[config.mk]
export PLATFORM = sky130hd
export DESIGN_NAME = axi_reg_initiator
export DESIGN_NICKNAME = d
export VERILOG_FILES = /design/src/rtl/axi_reg_initiator_pkg.sv /design/src/rtl/axi_reg_initiator.sv
export SDC_FILE = /design/constraint.sdc
export NUM_CORES = 1
export LEC_CHECK = 0
export ABC_AREA = 1
export CAP_MARGIN = 20
export CORE_AREA = 2 2 228 230
export DETAILED_ROUTE_END_ITERATION = 10
export DIE_AREA = 0 0 230 232
export PLACE_DENSITY = 0.49
export SLEW_MARGIN = 20
export SYNTH_ARGS = -nofsm -noshare
export SYNTH_HDL_FRONTEND = slang
export SYNTH_SLANG_ARGS = --single-unit
[constraint.sdc]
create_clock -name aclk -period 1.4 [get_ports aclk]
set_input_delay 0.21 -clock aclk [delete_from_list [all_inputs] [get_ports aclk]]
set_output_delay 0.21 -clock aclk [all_outputs]
set_load 0.01 [all_outputs]
[src/rtl/axi_reg_initiator_pkg.sv]
// Shared types and AXI constants for the register-access AXI initiator.
//
// Contents:
//   state_t      - initiator FSM states
//   BURST_INCR   - AxBURST encoding for incrementing bursts
//   RESP_OKAY    - xRESP encoding for a normal completion
//   RESP_SLVERR  - xRESP encoding used when a response has to be rejected
//   axi_size()   - AxSIZE encoding for a full-width beat of a given data width
package axi_reg_initiator_pkg;

    typedef enum logic [2:0] {
        ST_IDLE,
        ST_WRITE,
        ST_WRESP,
        ST_READ,
        ST_RRESP,
        ST_RESP
    } state_t;

    localparam logic [1:0] BURST_INCR  = 2'b01;
    localparam logic [1:0] RESP_OKAY   = 2'b00;
    localparam logic [1:0] RESP_SLVERR = 2'b10;

    // AxSIZE is log2 of the number of bytes in one beat; every access is a
    // full-width beat, so the encoding follows from the bus width alone.
    function automatic logic [2:0] axi_size(input int unsigned data_width);
        logic [2:0] size;
        size = '0;
        for (int i = 0; i < 8; i++) begin
            if ((32'd8 << i) == data_width) begin
                size = 3'(i);
            end
        end
        return size;
    endfunction

endpackage

[src/rtl/axi_reg_initiator.sv]
// Single-outstanding AXI4 master that turns one valid/ready register command
// into one single-beat AXI read or write and hands the result back on a
// valid/ready response channel.
//
// Ports:
//   aclk, aresetn          clock, asynchronous active-low reset
//   req_valid/req_ready    command handshake
//   req_we                 1 = write, 0 = read
//   req_addr               byte address
//   req_wdata, req_strb    write data and byte strobes
//   rsp_valid/rsp_ready    response handshake
//   rsp_rdata              read data (0 for writes)
//   rsp_resp               BRESP/RRESP, or SLVERR when the response is malformed
//   m_axi_aw*/w*/b*/ar*/r* flat AXI4 master channels
module axi_reg_initiator
    import axi_reg_initiator_pkg::*;
#(
    parameter int                      AXI_ID_WIDTH   = 10,
    parameter int                      AXI_ADDR_WIDTH = 64,
    parameter int                      AXI_DATA_WIDTH = 64,
    parameter int                      AXI_USER_WIDTH = 1,
    parameter logic [AXI_ID_WIDTH-1:0] TXN_ID         = '0
) (
    input  logic                        aclk,
    input  logic                        aresetn,

    input  logic                        req_valid,
    output logic                        req_ready,
    input  logic                        req_we,
    input  logic [AXI_ADDR_WIDTH-1:0]   req_addr,
    input  logic [AXI_DATA_WIDTH-1:0]   req_wdata,
    input  logic [AXI_DATA_WIDTH/8-1:0] req_strb,

    output logic                        rsp_valid,
    input  logic                        rsp_ready,
    output logic [AXI_DATA_WIDTH-1:0]   rsp_rdata,
    output logic [1:0]                  rsp_resp,

    output logic                        m_axi_awvalid,
    input  logic                        m_axi_awready,
    output logic [AXI_ID_WIDTH-1:0]     m_axi_awid,
    output logic [AXI_ADDR_WIDTH-1:0]   m_axi_awaddr,
    output logic [7:0]                  m_axi_awlen,
    output logic [2:0]                  m_axi_awsize,
    output logic [1:0]                  m_axi_awburst,
    output logic                        m_axi_awlock,
    output logic [3:0]                  m_axi_awcache,
    output logic [2:0]                  m_axi_awprot,
    output logic [3:0]                  m_axi_awqos,
    output logic [3:0]                  m_axi_awregion,
    output logic [AXI_USER_WIDTH-1:0]   m_axi_awuser,

    output logic                        m_axi_wvalid,
    input  logic                        m_axi_wready,
    output logic [AXI_DATA_WIDTH-1:0]   m_axi_wdata,
    output logic [AXI_DATA_WIDTH/8-1:0] m_axi_wstrb,
    output logic                        m_axi_wlast,
    output logic [AXI_USER_WIDTH-1:0]   m_axi_wuser,

    input  logic                        m_axi_bvalid,
    output logic                        m_axi_bready,
    input  logic [AXI_ID_WIDTH-1:0]     m_axi_bid,
    input  logic [1:0]                  m_axi_bresp,
    input  logic [AXI_USER_WIDTH-1:0]   m_axi_buser,

    output logic                        m_axi_arvalid,
    input  logic                        m_axi_arready,
    output logic [AXI_ID_WIDTH-1:0]     m_axi_arid,
    output logic [AXI_ADDR_WIDTH-1:0]   m_axi_araddr,
    output logic [7:0]                  m_axi_arlen,
    output logic [2:0]                  m_axi_arsize,
    output logic [1:0]                  m_axi_arburst,
    output logic                        m_axi_arlock,
    output logic [3:0]                  m_axi_arcache,
    output logic [2:0]                  m_axi_arprot,
    output logic [3:0]                  m_axi_arqos,
    output logic [3:0]                  m_axi_arregion,
    output logic [AXI_USER_WIDTH-1:0]   m_axi_aruser,

    input  logic                        m_axi_rvalid,
    output logic                        m_axi_rready,
    input  logic [AXI_ID_WIDTH-1:0]     m_axi_rid,
    input  logic [AXI_DATA_WIDTH-1:0]   m_axi_rdata,
    input  logic [1:0]                  m_axi_rresp,
    input  logic                        m_axi_rlast,
    input  logic [AXI_USER_WIDTH-1:0]   m_axi_ruser
);

    localparam logic [2:0] BEAT_SIZE = axi_size(AXI_DATA_WIDTH);

    state_t                        state;
    state_t                        state_next;
    logic                          aw_done;
    logic                          w_done;
    logic [AXI_ADDR_WIDTH-1:0]     addr_q;
    logic [AXI_DATA_WIDTH-1:0]     wdata_q;
    logic [AXI_DATA_WIDTH/8-1:0]   strb_q;

    // User sideband on the response channels carries nothing we act on.
    logic unused_inputs;
    assign unused_inputs = ^{m_axi_buser, m_axi_ruser};

    // Every access is one full-width INCR beat with a fixed ID and no
    // special attributes, so the request-side sideband is constant.
    assign m_axi_awid     = TXN_ID;
    assign m_axi_awaddr   = addr_q;
    assign m_axi_awlen    = 8'd0;
    assign m_axi_awsize   = BEAT_SIZE;
    assign m_axi_awburst  = BURST_INCR;
    assign m_axi_awlock   = 1'b0;
    assign m_axi_awcache  = 4'd0;
    assign m_axi_awprot   = 3'd0;
    assign m_axi_awqos    = 4'd0;
    assign m_axi_awregion = 4'd0;
    assign m_axi_awuser   = '0;

    assign m_axi_wdata    = wdata_q;
    assign m_axi_wstrb    = strb_q;
    assign m_axi_wlast    = 1'b1;
    assign m_axi_wuser    = '0;

    assign m_axi_arid     = TXN_ID;
    assign m_axi_araddr   = addr_q;
    assign m_axi_arlen    = 8'd0;
    assign m_axi_arsize   = BEAT_SIZE;
    assign m_axi_arburst  = BURST_INCR;
    assign m_axi_arlock   = 1'b0;
    assign m_axi_arcache  = 4'd0;
    assign m_axi_arprot   = 3'd0;
    assign m_axi_arqos    = 4'd0;
    assign m_axi_arregion = 4'd0;
    assign m_axi_aruser   = '0;

    // State register. Reset abandons whatever transaction was in flight;
    // the slave shares this reset, so nothing is left half-finished there.
    always_ff @(posedge aclk or negedge aresetn) begin
        if (!aresetn) begin
            state <= ST_IDLE;
        end else begin
            state <= state_next;
        end
    end

    // Next state and all handshake outputs. Outputs are pure functions of
    // the state and done flags, so reset forces them inactive immediately.
    // In WRITE, a channel whose done flag is clear is still presenting
    // valid, so its ready alone means its handshake completes this cycle.
    always_comb begin
        state_next    = state;
        req_ready     = 1'b0;
        m_axi_awvalid = 1'b0;
        m_axi_wvalid  = 1'b0;
        m_axi_bready  = 1'b0;
        m_axi_arvalid = 1'b0;
        m_axi_rready  = 1'b0;
        rsp_valid     = 1'b0;
        case (state)
            ST_IDLE: begin
                req_ready = 1'b1;
                if (req_valid) begin
                    state_next = req_we ? ST_WRITE : ST_READ;
                end
            end
            ST_WRITE: begin
                m_axi_awvalid = !aw_done;
                m_axi_wvalid  = !w_done;
                if ((aw_done || m_axi_awready) && (w_done || m_axi_wready)) begin
                    state_next = ST_WRESP;
                end
            end
            ST_WRESP: begin
                m_axi_bready = 1'b1;
                if (m_axi_bvalid) begin
                    state_next = ST_RESP;
                end
            end
            ST_READ: begin
                m_axi_arvalid = 1'b1;
                if (m_axi_arready) begin
                    state_next = ST_RRESP;
                end
            end
            ST_RRESP: begin
                m_axi_rready = 1'b1;
                if (m_axi_rvalid) begin
                    state_next = ST_RESP;
                end
            end
            ST_RESP: begin
                rsp_valid = 1'b1;
                if (rsp_ready) begin
                    state_next = ST_IDLE;
                end
            end
            default: begin
                state_next = ST_IDLE;
            end
        endcase
    end

    // AW and W complete independently; each flag remembers that its channel
    // has already handshaken so its valid drops while the other still waits.
    always_ff @(posedge aclk or negedge aresetn) begin
        if (!aresetn) begin
            aw_done <= 1'b0;
            w_done  <= 1'b0;
        end else if (state == ST_IDLE) begin
            aw_done <= 1'b0;
            w_done  <= 1'b0;
        end else if (state == ST_WRITE) begin
            if (m_axi_awvalid && m_axi_awready) begin
                aw_done <= 1'b1;
            end
            if (m_axi_wvalid && m_axi_wready) begin
                w_done <= 1'b1;
            end
        end
    end

    // Command capture so the AXI channels stay stable while the slave stalls.
    always_ff @(posedge aclk or negedge aresetn) begin
        if (!aresetn) begin
            addr_q  <= '0;
            wdata_q <= '0;
            strb_q  <= '0;
        end else if (state == ST_IDLE && req_valid) begin
            addr_q  <= req_addr;
            wdata_q <= req_wdata;
            strb_q  <= req_strb;
        end
    end

    // Response capture. A beat carrying a foreign ID, or a read beat that is
    // not marked last, cannot belong to our single-beat request, so it is
    // reported as SLVERR rather than trusted.
    always_ff @(posedge aclk or negedge aresetn) begin
        if (!aresetn) begin
            rsp_rdata <= '0;
            rsp_resp  <= RESP_OKAY;
        end else if (state == ST_WRESP && m_axi_bvalid) begin
            rsp_rdata <= '0;
            rsp_resp  <= (m_axi_bid != TXN_ID) ? RESP_SLVERR : m_axi_bresp;
        end else if (state == ST_RRESP && m_axi_rvalid) begin
            rsp_rdata <= m_axi_rdata;
            rsp_resp  <= ((m_axi_rid != TXN_ID) || !m_axi_rlast) ? RESP_SLVERR : m_axi_rresp;
        end
    end

endmodule

Word level (Yosys, flattened, before mapping)
Index checks and enable logic that the tools add are counted.
W data, S select, Z words.
- equal/unequal tests: 11
- multiplexer cells: 27
- reductions and logical operators: 22
- operators with widths (kind ; number):
    $mux W64 ; 2
    $reduce_bool A10 Y1 ; 2
    $mux W3 ; 6
    $pmux W3 S6 ; 1
    $mux W1 ; 13
    $ne A2 B2 Y1 const B ; 6
    $mux W2 ; 5
    $reduce_bool A2 Y1 ; 4
    $eq A3 B2 Y1 const B ; 2
    $eq A3 B3 Y1 const B ; 2
    $logic_and A1 B1 Y1 ; 6
    $reduce_and A6 Y1 ; 1
    $reduce_and A2 Y1 ; 2
    $eq A3 B1 Y1 const B ; 1
    $logic_not A1 Y1 ; 3
    $logic_not A3 Y1 ; 1
    $logic_or A1 B1 Y1 ; 3
- flip-flop bits (word level): 207
- input bits: 237
- output and inout port bits: 355
- word-level logic and storage cells: 68

Logic depth before layout (Yosys ltp)
- depth in word-level cells: 6
- depth in mapped cells: 9
- mapped depth without buffers: 8

Worst setup path after synthesis
No wires, ideal clock.
- path kind: reg2reg
- start point: reg state[0]
- end point: reg rsp_rdata[23]
- setup time: 116 ps
- arrival: 1247 ps
- required time: 1284 ps
- slack: 36 ps
- stages on the path, launching flop included: 10
- buffers on the path: 3
- clock period less this slack: 1364 ps
- cell sequence: dfrtp_1 -> buf_2 -> nor2_1 -> nand3_1 -> o21ai_2 -> inv_2 -> buf_6 -> buf_6 -> nand2_2 -> nand2_1
- longest elaborated chain between the ends: 3
- elaborated cells on any way between the ends: 6
- those cells by class: 2 x eq/ne; 1 x mux; 3 x reduce/logical
- RTL lines (what ; RTL line ; source):
    start: declaration ; axi_reg_initiator.sv:91 ; state_t state;
    start signal: assignment ; axi_reg_initiator.sv:140 ; state <= state_next;
    $eq A3 B2 Y1 / $eq A3 B3 Y1 (equally long branches) ; axi_reg_initiator.sv:240, axi_reg_initiator.sv:243 ;
    $logic_and A1 B1 Y1, on equally long branches ; axi_reg_initiator.sv:240, axi_reg_initiator.sv:243 ;
    $mux W64 / $reduce_bool A2 Y1 (equally long branches) ; -- ;
    end signal: assignment ; axi_reg_initiator.sv:244 ; rsp_rdata <= m_axi_rdata;
    end: declaration ; axi_reg_initiator.sv:36 ; output logic [AXI_DATA_WIDTH-1:0] rsp_rdata,
Parallel ways exist; a longest one is shown, timed or not.
A chain may end at the register's enable or synchronous reset.

Final worst setup path
- start point: reg state[1]
- end point: reg wdata_q[15], in the netlist m_axi_wdata[15]
- longest elaborated chain between the ends: 2
- RTL lines (what ; RTL line ; source):
    $logic_not A3 Y1 ; axi_reg_initiator.sv:226 ; end else if (state == ST_IDLE && req_valid) begin
    $logic_and A1 B1 Y1 ; axi_reg_initiator.sv:226 ;
    end signal: assignment ; axi_reg_initiator.sv:228 ; wdata_q <= req_wdata;
    end: declaration ; axi_reg_initiator.sv:96 ; logic [AXI_DATA_WIDTH-1:0] wdata_q;
No other way between the ends.

==> flow_summary_export.csv <==
group,metric,value,unit
logic_synthesis,ys_ff_latch,207,
power,cellLeakagePower,0.00868,uW
cells_and_area,n_antenna_cell,0,
logic_synthesis,synth_top_family_by_area,"simple AND/OR/NAND/NOR gates",
critical_path,worstPathArrival,2.20,ns
logic_synthesis,syn_area,9500,um^2
min_path,hold_path_class,"in2async",
cells_and_area,area.growth.synth_to_final,79.0,%
route,dr_wl_met2,18800,um
logic_synthesis,yosysWarnings,0,
timing,grt_setup_unrepaired,"true",
die,core_region_area,50900,um^2
timing,finalSetupViolCount,213,
route,wire_per_inst,16.5,um
global_routing,grt_max_degree,44,
clock_tree,clk_path_buf_depth,3,
cells_and_area,multi_input_area,3960,um^2
place,dp_hpwl,26700,um
clock_tree,path_clk_slew,0.06,ns
cells_and_area,fin_util,0.334,
logic_synthesis,synth-main-ff-cell,"dfrtp_1",
logic_synthesis,synth-simple-area-share,0.223,
critical_path,end_kind,"register",
clock_tree,clkLatencyLatePin,0.53,ns
place,dp.cells,2237,
power,powerDensity,2160,nW/um^2
clock_tree,cts-root-buf,"clkbuf_16",
cells_and_area,fin_cells,2363,
clock_tree,htree_levels,1,
global_routing,grt_pass1_wl,57300,um
logic_synthesis,synth.mux.area_fraction,0,
power,power_switching,14400,uW
critical_path,required,1.81,ns
route,wl,38900,um
route,antenna_left,0,
power,swShare,0.392,
route,drt-met1-wl,15800,um
die,io_pins,592,
flow_run,drv_cap,0,
logic_synthesis,synth-edff-count,0,
logic_synthesis,yosys.area_share.xor_xnor,0,
route,first_pass_iters,4,
logic_synthesis,synth_area_leader_cell,"dfrtp_1",
place,portBuffers,507,
power,p_int,22400,uW
logic_synthesis,async_flop_share,1.00,
critical_path,crit_type,"reg2reg",
logic_synthesis,synth_commonest_cells,"nand2_1, dfrtp_1, buf_4, o21ai_0, clkbuf_1",
die,die_y,232,um
global_routing,antenna_found_initial,0,
global_routing,overflow,0,
cells_and_area,final_layout_size_suffix_gt1_frac,0.411,
logic_synthesis,synth.most_common_cell,"nand2_1",
outcome,status,"complete, but fails checks",
route,drt_iter0_markers,328,
die,die_width,230,um
clock_tree,cts_buffers,24,
timing,fin_crit,1.79,ns
logic_synthesis,ys_seq_area_frac,0.545,
logic_synthesis,synth_cell_types,25,
power,combPwrFrac,0.532,
power,p_clk_frac,0.172,
global_routing,grt_pass1_vias,9382,
cells_and_area,final_nets,1904,
logic_synthesis,synth_area_leaders,"dfrtp_1, nand2_1, buf_4",
timing,slew_viol_final,0,
die,dieArea,53400,um^2
clock_tree,cts_tree,"built",
timing,period_share,1.28,
cells_and_area,ff_latch_area,5190,um^2
route,vias,9213,
die,start_util,0.187,
power,p_seq_frac,0.297,
logic_synthesis,synth_area_per_cell,8.61,um^2
route,met3WireLength,3430,um
clock_tree,cts.sinks,207,
route,drc,0,
timing,fin_worst_skew,0.00787,ns
place,place.gp.congestion,0.796,
route,top_layer,"met4",
place,preCtsSetupSlack,-0.283,ns
logic_synthesis,synth_top_area_share,0.545,
timing,fmax,559,MHz
outcome,violations,"setup timing",
global_routing,track_usage,0.138,
logic_synthesis,syn_inst,1103,
critical_path,worstSetupStartpointType,"register",
power,irDropWorstVdd,0.932,mV
die,rows,83,
logic_synthesis,synth_fa_ha_area_frac,0,
cells_and_area,n_fill_cell,5352,
logic_synthesis,synth-compound-area-share,0.0752,
timing,layout_setup_ws,-0.388,ns
critical_path,path_max_fanout,8,
route,viasPerCell,3.90,
timing,hold_viol,0,
final cells by class:
cell class / instances / share of cell area
clock buffer: 37 / 0.0436
clock inverter: 5 / 0.00294
timing repair buffer: 664 / 0.361
tap: 680 / 0.0500
multi-input combinational: 757 / 0.233
sequential: 207 / 0.305
inverter: 13 / 0.00390
power by group through the flow:
stage	registers [uW]	logic, uW	clock network [uW]
2_1_floorplan	11800	6290	0
3_3_place_gp	10900	16900	0
3_5_place_dp	11000	16900	0
4_1_cts	10900	20300	6550
5_1_grt	11300	21200	6790
6_report	10900	19600	6310
per-stage QoR:
stage / hold slack [ns] / power, uW / setup TNS, ns / instance area, um^2
2_1_floorplan: -0.0856 / 18100 / 0 / 9800
3_3_place_gp: 0.164 / 27800 / -31.67 / 15000
3_5_place_dp: 0.161 / 27900 / -35.94 / 15000
4_1_cts: 0.178 / 37800 / -60.10 / 17300
5_1_grt: 0.194 / 39300 / -72.53 / 17000
6_report: 0.206 / 36800 / -55.11 / 17000
sequential cells by signal, indices dropped and copies added, names as in the netlist:
name          cells
m_axi_araddr     64
m_axi_wdata      64
rsp_rdata        64
m_axi_wstrb       8
state             3
rsp_resp          2
aw_done           1
w_done            1
layout by cell type, fill, tap and decap left out, drive strengths merged:
cell,Yosys,routed
dlygate4sd3,0,1
nor2,24,24
nor3,1,1
nand3b,2,2
o21ai,139,139
clkdlybuf4s50,0,233
a21oi,3,3
clkdlybuf4s15,0,33
bufinv,0,1
nand2,488,488
dfrtp,207,207
nand3,11,11
clkinv,0,5
and2,3,3
nand4,3,3
inv,13,12
clkbuf,31,104
or2,1,1
buf,175,330
conb,2,82
critical path, cell delays in order (launching register included):
cell     delay (ns)
dfrtp_2        0.45
nor2_4         0.16
buf_6          0.14
nand2_8        0.07
buf_12         0.14
buf_16         0.15
buf_12         0.15
buf_16         0.14
o21ai_0        0.18
nand2_1        0.07
per-layer routing:
| layer | up-vias | track usage |
|---|---|---|
| met2 | 412 | 0.239 |
| met4 | 0 | 0.0335 |
| li1 | 4367 | - |
| met5 | - | 0 |
| met1 | 4389 | 0.168 |
| met3 | 45 | 0.0415 |
path summary, 6_finish.rpt:
| kind | startpoint | to | slack [ns] | depth (start not counted) |
|---|---|---|---|---|
| max | state[1] | m_axi_wdata[15] | -0.39 | 9 |
| min | aresetn | rsp_rdata[4] | 0.21 | 2 |
| max reg2reg | state[1] | m_axi_wdata[15] | -0.39 | 9 |
| min reg2reg | rsp_rdata[35] | rsp_rdata[35] | 0.47 | 2 |
| max in group asynchronous | aresetn | m_axi_araddr[46] | 0.57 | 3 |
| min in group aclk | req_wdata[45] | m_axi_wdata[45] | 0.22 | 3 |
timing repair:
item | in CTS | in global routing
hold endpoints to repair | 174 | 0
endpoints found under the setup margin | 476 | 370
pin swaps | 10 | 20
hold buffers | 1 | 0
resized for setup | 1137 | 319
setup buffers | 72 | 19
cloned | 18 | 3
cell families (layout without fill, tap and decap cells):
kind of cell | Yosys count | count (layout)
and+or+nand+nor | 533 | 533
buffers and inverters | 219 | 719
DFF | 207 | 207
AOI/OAI and AO/OA | 142 | 142
other | 2 | 82
Power figures use the tool's default switching activity.
